File: src/rtl/serial_pattern_detector.sv
// -----------------------------------------------------------------------------
// serial_pattern_detector
//
// Purpose:
//   Samples a serial bit stream (the Q output of the upstream gated D-latch)
//   on every rising CLK edge where E is high. It searches that stream for a
//   fixed PAT_LEN-bit PATTERN. The first bit received is compared against the
//   PATTERN MSB. Each completed pattern produces a one-cycle MATCH pulse and
//   advances a saturating match counter.
//
// Parameters:
//   PAT_LEN  - pattern length in bits (2..16)
//   PATTERN  - pattern to detect, MSB is the oldest bit
//   OVERLAP  - 1: history kept after a match (overlapping matches)
//              0: history and fill discarded on every match
//   CNT_W    - width of the match counter
//
// Ports:
//   CLK    in   rising-edge clock
//   RST_N  in   asynchronous active-low reset
//   E      in   sample enable, one bit accepted per CLK edge with E=1
//   D      in   serial data bit
//   CLR    in   synchronous clear of history, counter and flags (beats E)
//   MATCH  out  registered one-cycle pulse, pattern completed on last edge
//   COUNT  out  matches since reset/CLR, saturating at 2^CNT_W-1
//   SAT    out  high while COUNT sits at its maximum
//   FILL   out  number of valid history bits (0..PAT_LEN), for debug
//
// All outputs are driven straight from flops. There is no combinational
// path from any input to any output.
// -----------------------------------------------------------------------------
module serial_pattern_detector #(
    parameter int unsigned        PAT_LEN = 4,
    parameter logic [PAT_LEN-1:0] PATTERN = 4'b1011,
    parameter bit                 OVERLAP = 1'b1,
    parameter int unsigned        CNT_W   = 8,
    localparam int unsigned       FILL_W  = $clog2(PAT_LEN + 1)
) (
    input  logic              CLK,
    input  logic              RST_N,
    input  logic              E,
    input  logic              D,
    input  logic              CLR,
    output logic              MATCH,
    output logic [CNT_W-1:0]  COUNT,
    output logic              SAT,
    output logic [FILL_W-1:0] FILL
);

    localparam logic [FILL_W-1:0] FILL_FULL = FILL_W'(PAT_LEN);
    localparam logic [CNT_W-1:0]  CNT_MAX   = {CNT_W{1'b1}};

    logic [PAT_LEN-1:0] history_q, history_d;
    logic [FILL_W-1:0]  fill_q, fill_d;
    logic [CNT_W-1:0]   count_q, count_d;
    logic               sat_q, sat_d;
    logic               match_q, match_d;

    // Candidate values for an accepted bit
    logic [PAT_LEN-1:0] history_shift;
    logic [FILL_W-1:0]  fill_inc;
    logic               hit;

    always_comb begin
        // Shift form keeps every history bit in use; the MSB simply falls off.
        history_shift = (history_q << 1) | {{(PAT_LEN-1){1'b0}}, D};
        fill_inc      = (fill_q == FILL_FULL) ? fill_q : fill_q + FILL_W'(1);

        // FILL gates the compare so reset zeros can never fake a match,
        // which matters when PATTERN itself is all zeros.
        hit = (fill_inc == FILL_FULL) && (history_shift == PATTERN);

        history_d = history_q;
        fill_d    = fill_q;
        count_d   = count_q;
        match_d   = 1'b0;

        if (CLR) begin
            history_d = '0;
            fill_d    = '0;
            count_d   = '0;
        end else if (E) begin
            history_d = history_shift;
            fill_d    = fill_inc;
            if (hit) begin
                match_d = 1'b1;
                if (count_q != CNT_MAX) begin
                    count_d = count_q + CNT_W'(1);
                end
                if (!OVERLAP) begin
                    history_d = '0;
                    fill_d    = '0;
                end
            end
        end

        // SAT mirrors the next counter value, so it rises on the same edge
        // COUNT reaches its maximum and falls only through CLR or reset.
        sat_d = (count_d == CNT_MAX);
    end

    always_ff @(posedge CLK or negedge RST_N) begin
        if (!RST_N) begin
            history_q <= '0;
            fill_q    <= '0;
            count_q   <= '0;
            sat_q     <= 1'b0;
            match_q   <= 1'b0;
        end else begin
            history_q <= history_d;
            fill_q    <= fill_d;
            count_q   <= count_d;
            sat_q     <= sat_d;
            match_q   <= match_d;
        end
    end

    assign MATCH = match_q;
    assign COUNT = count_q;
    assign SAT   = sat_q;
    assign FILL  = fill_q;

endmodule

File: config.mk
export PLATFORM = sky130hd
export DESIGN_NAME = serial_pattern_detector
export DESIGN_NICKNAME = d
export VERILOG_FILES = /design/src/rtl/serial_pattern_detector.sv
export SDC_FILE = /design/constraint.sdc
export NUM_CORES = 1
export LEC_CHECK = 0
export BUFFER_PORTS_ARGS = -buffer_cell sky130_fd_sc_hd__buf_2
export CAP_MARGIN = 15
export CORE_UTILIZATION = 40
export DETAILED_ROUTE_END_ITERATION = 10
export GPL_TIMING_DRIVEN = 0
export SLEW_MARGIN = 20
export SYNTH_ARGS = -nofsm -noshare
export SYNTH_HDL_FRONTEND = slang
export SYNTH_SLANG_ARGS = --single-unit
File: constraint.sdc
create_clock -name CLK -period 2.9 [get_ports CLK]
set_clock_uncertainty 0.1 [all_clocks]
set_input_delay 0.29 -clock CLK [delete_from_list [all_inputs] [get_ports CLK]]
set_output_delay 0.29 -clock CLK [all_outputs]
set_load 0.005 [all_outputs]
==> reports/qor.csv <==
stage,metric,value,unit
detailed_routing,starting DRC count in detailed routing,21,
clocking,CTS sink cnt,16,
pwr,Max IR drop VDD,0.238,mV
critical_path,kind of critical path,register to register,
grt,initial antenna violation count,0,
pwr,Reg power frac,0.551,
grt,met2 Use GR,0.250,
detailed_routing,First-pass DRT Iterations,4,
critical_path,Setup crit end kind,register,
worst_hold_path,Hold/Removal Path Class,input pin to register,
critical_path,critical path peak fanout,7,
critical_path,critical path data arrival time,2.83,ns
critical_path,WP data required,2.99,ns
synth,sequential fraction of the synthesis area,0.440,
synth,Synthesis Warnings,0,
clocking,CTS tree,yes,
floorplanning,Rows,16,
grt,largest net degree at the start of global routing,17,
cells_and_area,most frequent cells in the layout,"dfrtp_1 (16), buf_2 (16), nor2_1 (12), nand2_1 (9), a21oi_1 (6)",
critical_path,reg2reg end,SAT$_DFF_PN0_,
detailed_routing,vias after detailed routing,764,
pwr,Sw Share,0.243,
sta,Slew headroom,0.683,
clocking,CTS H-tree lvls,1,
sta,Total Neg Setup Slack,0,ns
clocking,Clock Latency Late Sink,0.29,ns
synth,Syn Std Cell Area,911,sq um
synth,post-synth cell types,30,
place,IO buf count,15,
cells_and_area,layout cells sized above 1,0.230,
critical_path,R2R depth,8,
floorplanning,Die Area,2470,sq um
floorplanning,Core Region,2040,sq um
pwr,power per cell area,391,nW/um^2
detailed_routing,DRC errors left,0,
place,post-DP HPWL,1310,um
grt,via count of the first global-routing pass,684,
sta,Tcrit/Tclk final,0.945,
sta,Slew @ Worst Pin,0.476,ns
pwr,Lkg Pwr,0.476,nW
critical_path,reg2reg start,FILL[0]$_DFFE_PN0P_,
sta,RSZ-0062 raised after global routing,false,
detailed_routing,Post-Route WL,1880,um
grt,total grt overflow,0,
critical_path,CP startpoint,FILL[0]$_DFFE_PN0P_,
detailed_routing,Antenna Violating Nets Remaining,0,
sta,crit path time final,2.74,ns
pwr,Internal,0.000318,W
clocking,clk root buf,clkbuf_4,
sta,Max Clock Freq,365,MHz
grt,GRT busiest layer,met2,
grt,met1 global-route usage,0.242,
pwr,sw power,0.000102,W
critical_path,CP Launch Type,register,
clocking,Clock Path Buffers,2,
pwr,Logic pwr share,0.085,
clocking,"Reg clk slew, reported paths",0.11,ns
job,Max-Cap Viols,0,
cells_and_area,P&R area growth vs syn,17.9,%
cells_and_area,ANT cells,0,
sta,final setup vio count,0,
detailed_routing,via/cell ratio,5.46,
clocking,CTS Buf Count,3,
place,routability congestion estimate from global placement,0.781,
grt,first-pass GRT wire length,3120,um
synth,Seq cells post-synth,16,
detailed_routing,WL/cell,13.4,um
synth,syn avg cell area,9.79,sq um
floorplanning,Ports,18,
sta,Final Max Slew Viols,0,
cells_and_area,fin nets,122,
grt,met3 global-route usage,0.0370,
critical_path,R2R Setup Slk,0.16,ns
sta,Final Hold Fails,0,
pwr,overall power consumption,0.000420,W
grt,GRT Util Overall,0.169,
outcome,status,"complete, no violations",
floorplanning,Initial Util,0.446,
pwr,clock share of power,0.364,
synth,Post-Synthesis Cells,93,
synth,syn_nets,101,
critical_path,crit path to,SAT$_DFF_PN0_,
floorplanning,Die Y,49.7,um
floorplanning,Die X,49.7,um
## worst min-delay path by stage
stage	to	cells past startpoint	start	slack, ns
final	history_q[0]$_DFFE_PN0P_	3	D	0.16
after global routing	history_q[0]$_DFFE_PN0P_	3	D	0.16
after CTS	history_q[0]$_DFFE_PN0P_	3	D	0.15
after detailed placement	FILL[0]$_DFFE_PN0P_	1	RST_N	0.13
after global placement	FILL[2]$_DFFE_PN0P_	1	RST_N	0.13
after floorplan	COUNT[0]$_DFF_PN0_	0	RST_N	-0.11
## kinds of logic (layout without fill, tap and decap cells)
logic type | Yosys count | in the layout | synth area share
muxes | 3 | 3 | 0.0343
adders and majority gates | 3 | 3 | 0.0412
buffers and inverters | 8 | 28 | 0.0343
xor gates and xnor gates | 7 | 7 | 0.0673
AOI/OAI and AO/OA | 16 | 16 | 0.157
DFF | 16 | 16 | 0.440
and+or+nand+nor | 40 | 40 | 0.227
## synthesized netlist by cell type
cell,count,area [sq um]
dfrtp_1,16,400
nor2_1,12,45.0
nand2_1,9,33.8
a21oi_1,6,30.0
clkbuf_1,4,15.0
nand3_1,4,20.0
xnor2_1,4,35.0
ha_1,3,37.5
inv_1,3,11.3
nand2b_1,3,18.8
or3_1,3,18.8
xor2_1,3,26.3
a211oi_1,2,15.0
and4b_1,2,20.0
mux2i_1,2,20.0
nand4_1,2,12.5
nor3_1,2,10.0
a2111oi_2,1,15.0
a2111oi_4,1,27.5
a211o_4,1,17.5
a211oi_2,1,12.5
a21o_1,1,7.51
buf_2,1,5.00
mux2_2,1,11.3
nor2b_1,1,6.26
nor4_2,1,12.5
o21ai_0,1,5.00
o21ai_1,1,5.00
o21bai_1,1,7.51
or3b_1,1,8.76
## cell type report
| class | instances | area (sq um) |
|---|---|---|
| Buffer | 5 | 20.0 |
| Clock buffer | 4 | 36.3 |
| Fill cell | 221 | 968 |
| Inverter | 3 | 11.3 |
| Multi-Input combinational cell | 69 | 487 |
| Sequential cell | 16 | 400 |
| Tap cell | 27 | 33.8 |
| Timing Repair Buffer | 16 | 85.1 |
## layer usage
layer / share of wire / routed length (um) / up-vias
met5: 0 / 0 / -
met4: 0.0091 / 17 / 0
met3: 0.044 / 83 / 3
met2: 0.47 / 874 / 25
met1: 0.48 / 901 / 373
li1: - / - / 363
## power groups by stage
| stage | Sequential, W | Combinational (W) | Clock [W] |
|---|---|---|---|
| finish | 0.000231 | 0.0000358 | 0.000153 |
| floorplan | 0.000235 | 0.0000217 | 0 |
| global placement | 0.000235 | 0.0000348 | 0 |
| CTS | 0.000231 | 0.0000367 | 0.000158 |
| detailed placement | 0.000236 | 0.0000356 | 0 |
| global route | 0.000232 | 0.0000407 | 0.000169 |
## worst max-delay path: stages, from the launching register on
cell and delay, ns:
dfrtp_1 0.39, inv_1 0.10, ha_1 0.23, or3b_1 0.37, a211o_4 0.39, a211oi_4 0.42
and4b_1 0.28, o21ai_1 0.07, nor4_2 0.28
## what timing repair did
action	4_1_cts	5_1_grt
buffers inserted	0	0
resized for setup	0	1
hold buffers	1	0
endpoints found under the hold margin	16	0
endpoints found under the setup margin	0	1
## state kept, by name (all words and copies together), names as in the netlist
name	flops
COUNT	8
FILL	3
history_q	3
MATCH	1
SAT	1
## metrics by stage
stage                     std cells  instance area, sq um   util  hold slack [ns]  setup WS [ns]
after global placement          135                  1020  0.499            0.130          0.169
after CTS                       140                  1070  0.522            0.154         0.0709
after floorplan                  93                   911      -           -0.106          0.378
after detailed placement        135                  1020  0.499            0.129          0.128
final                           140                  1070  0.526            0.165          0.159
after global routing            140                  1070  0.526            0.156         0.0131
No activity file was read; power rests on OpenSTA's default activity.
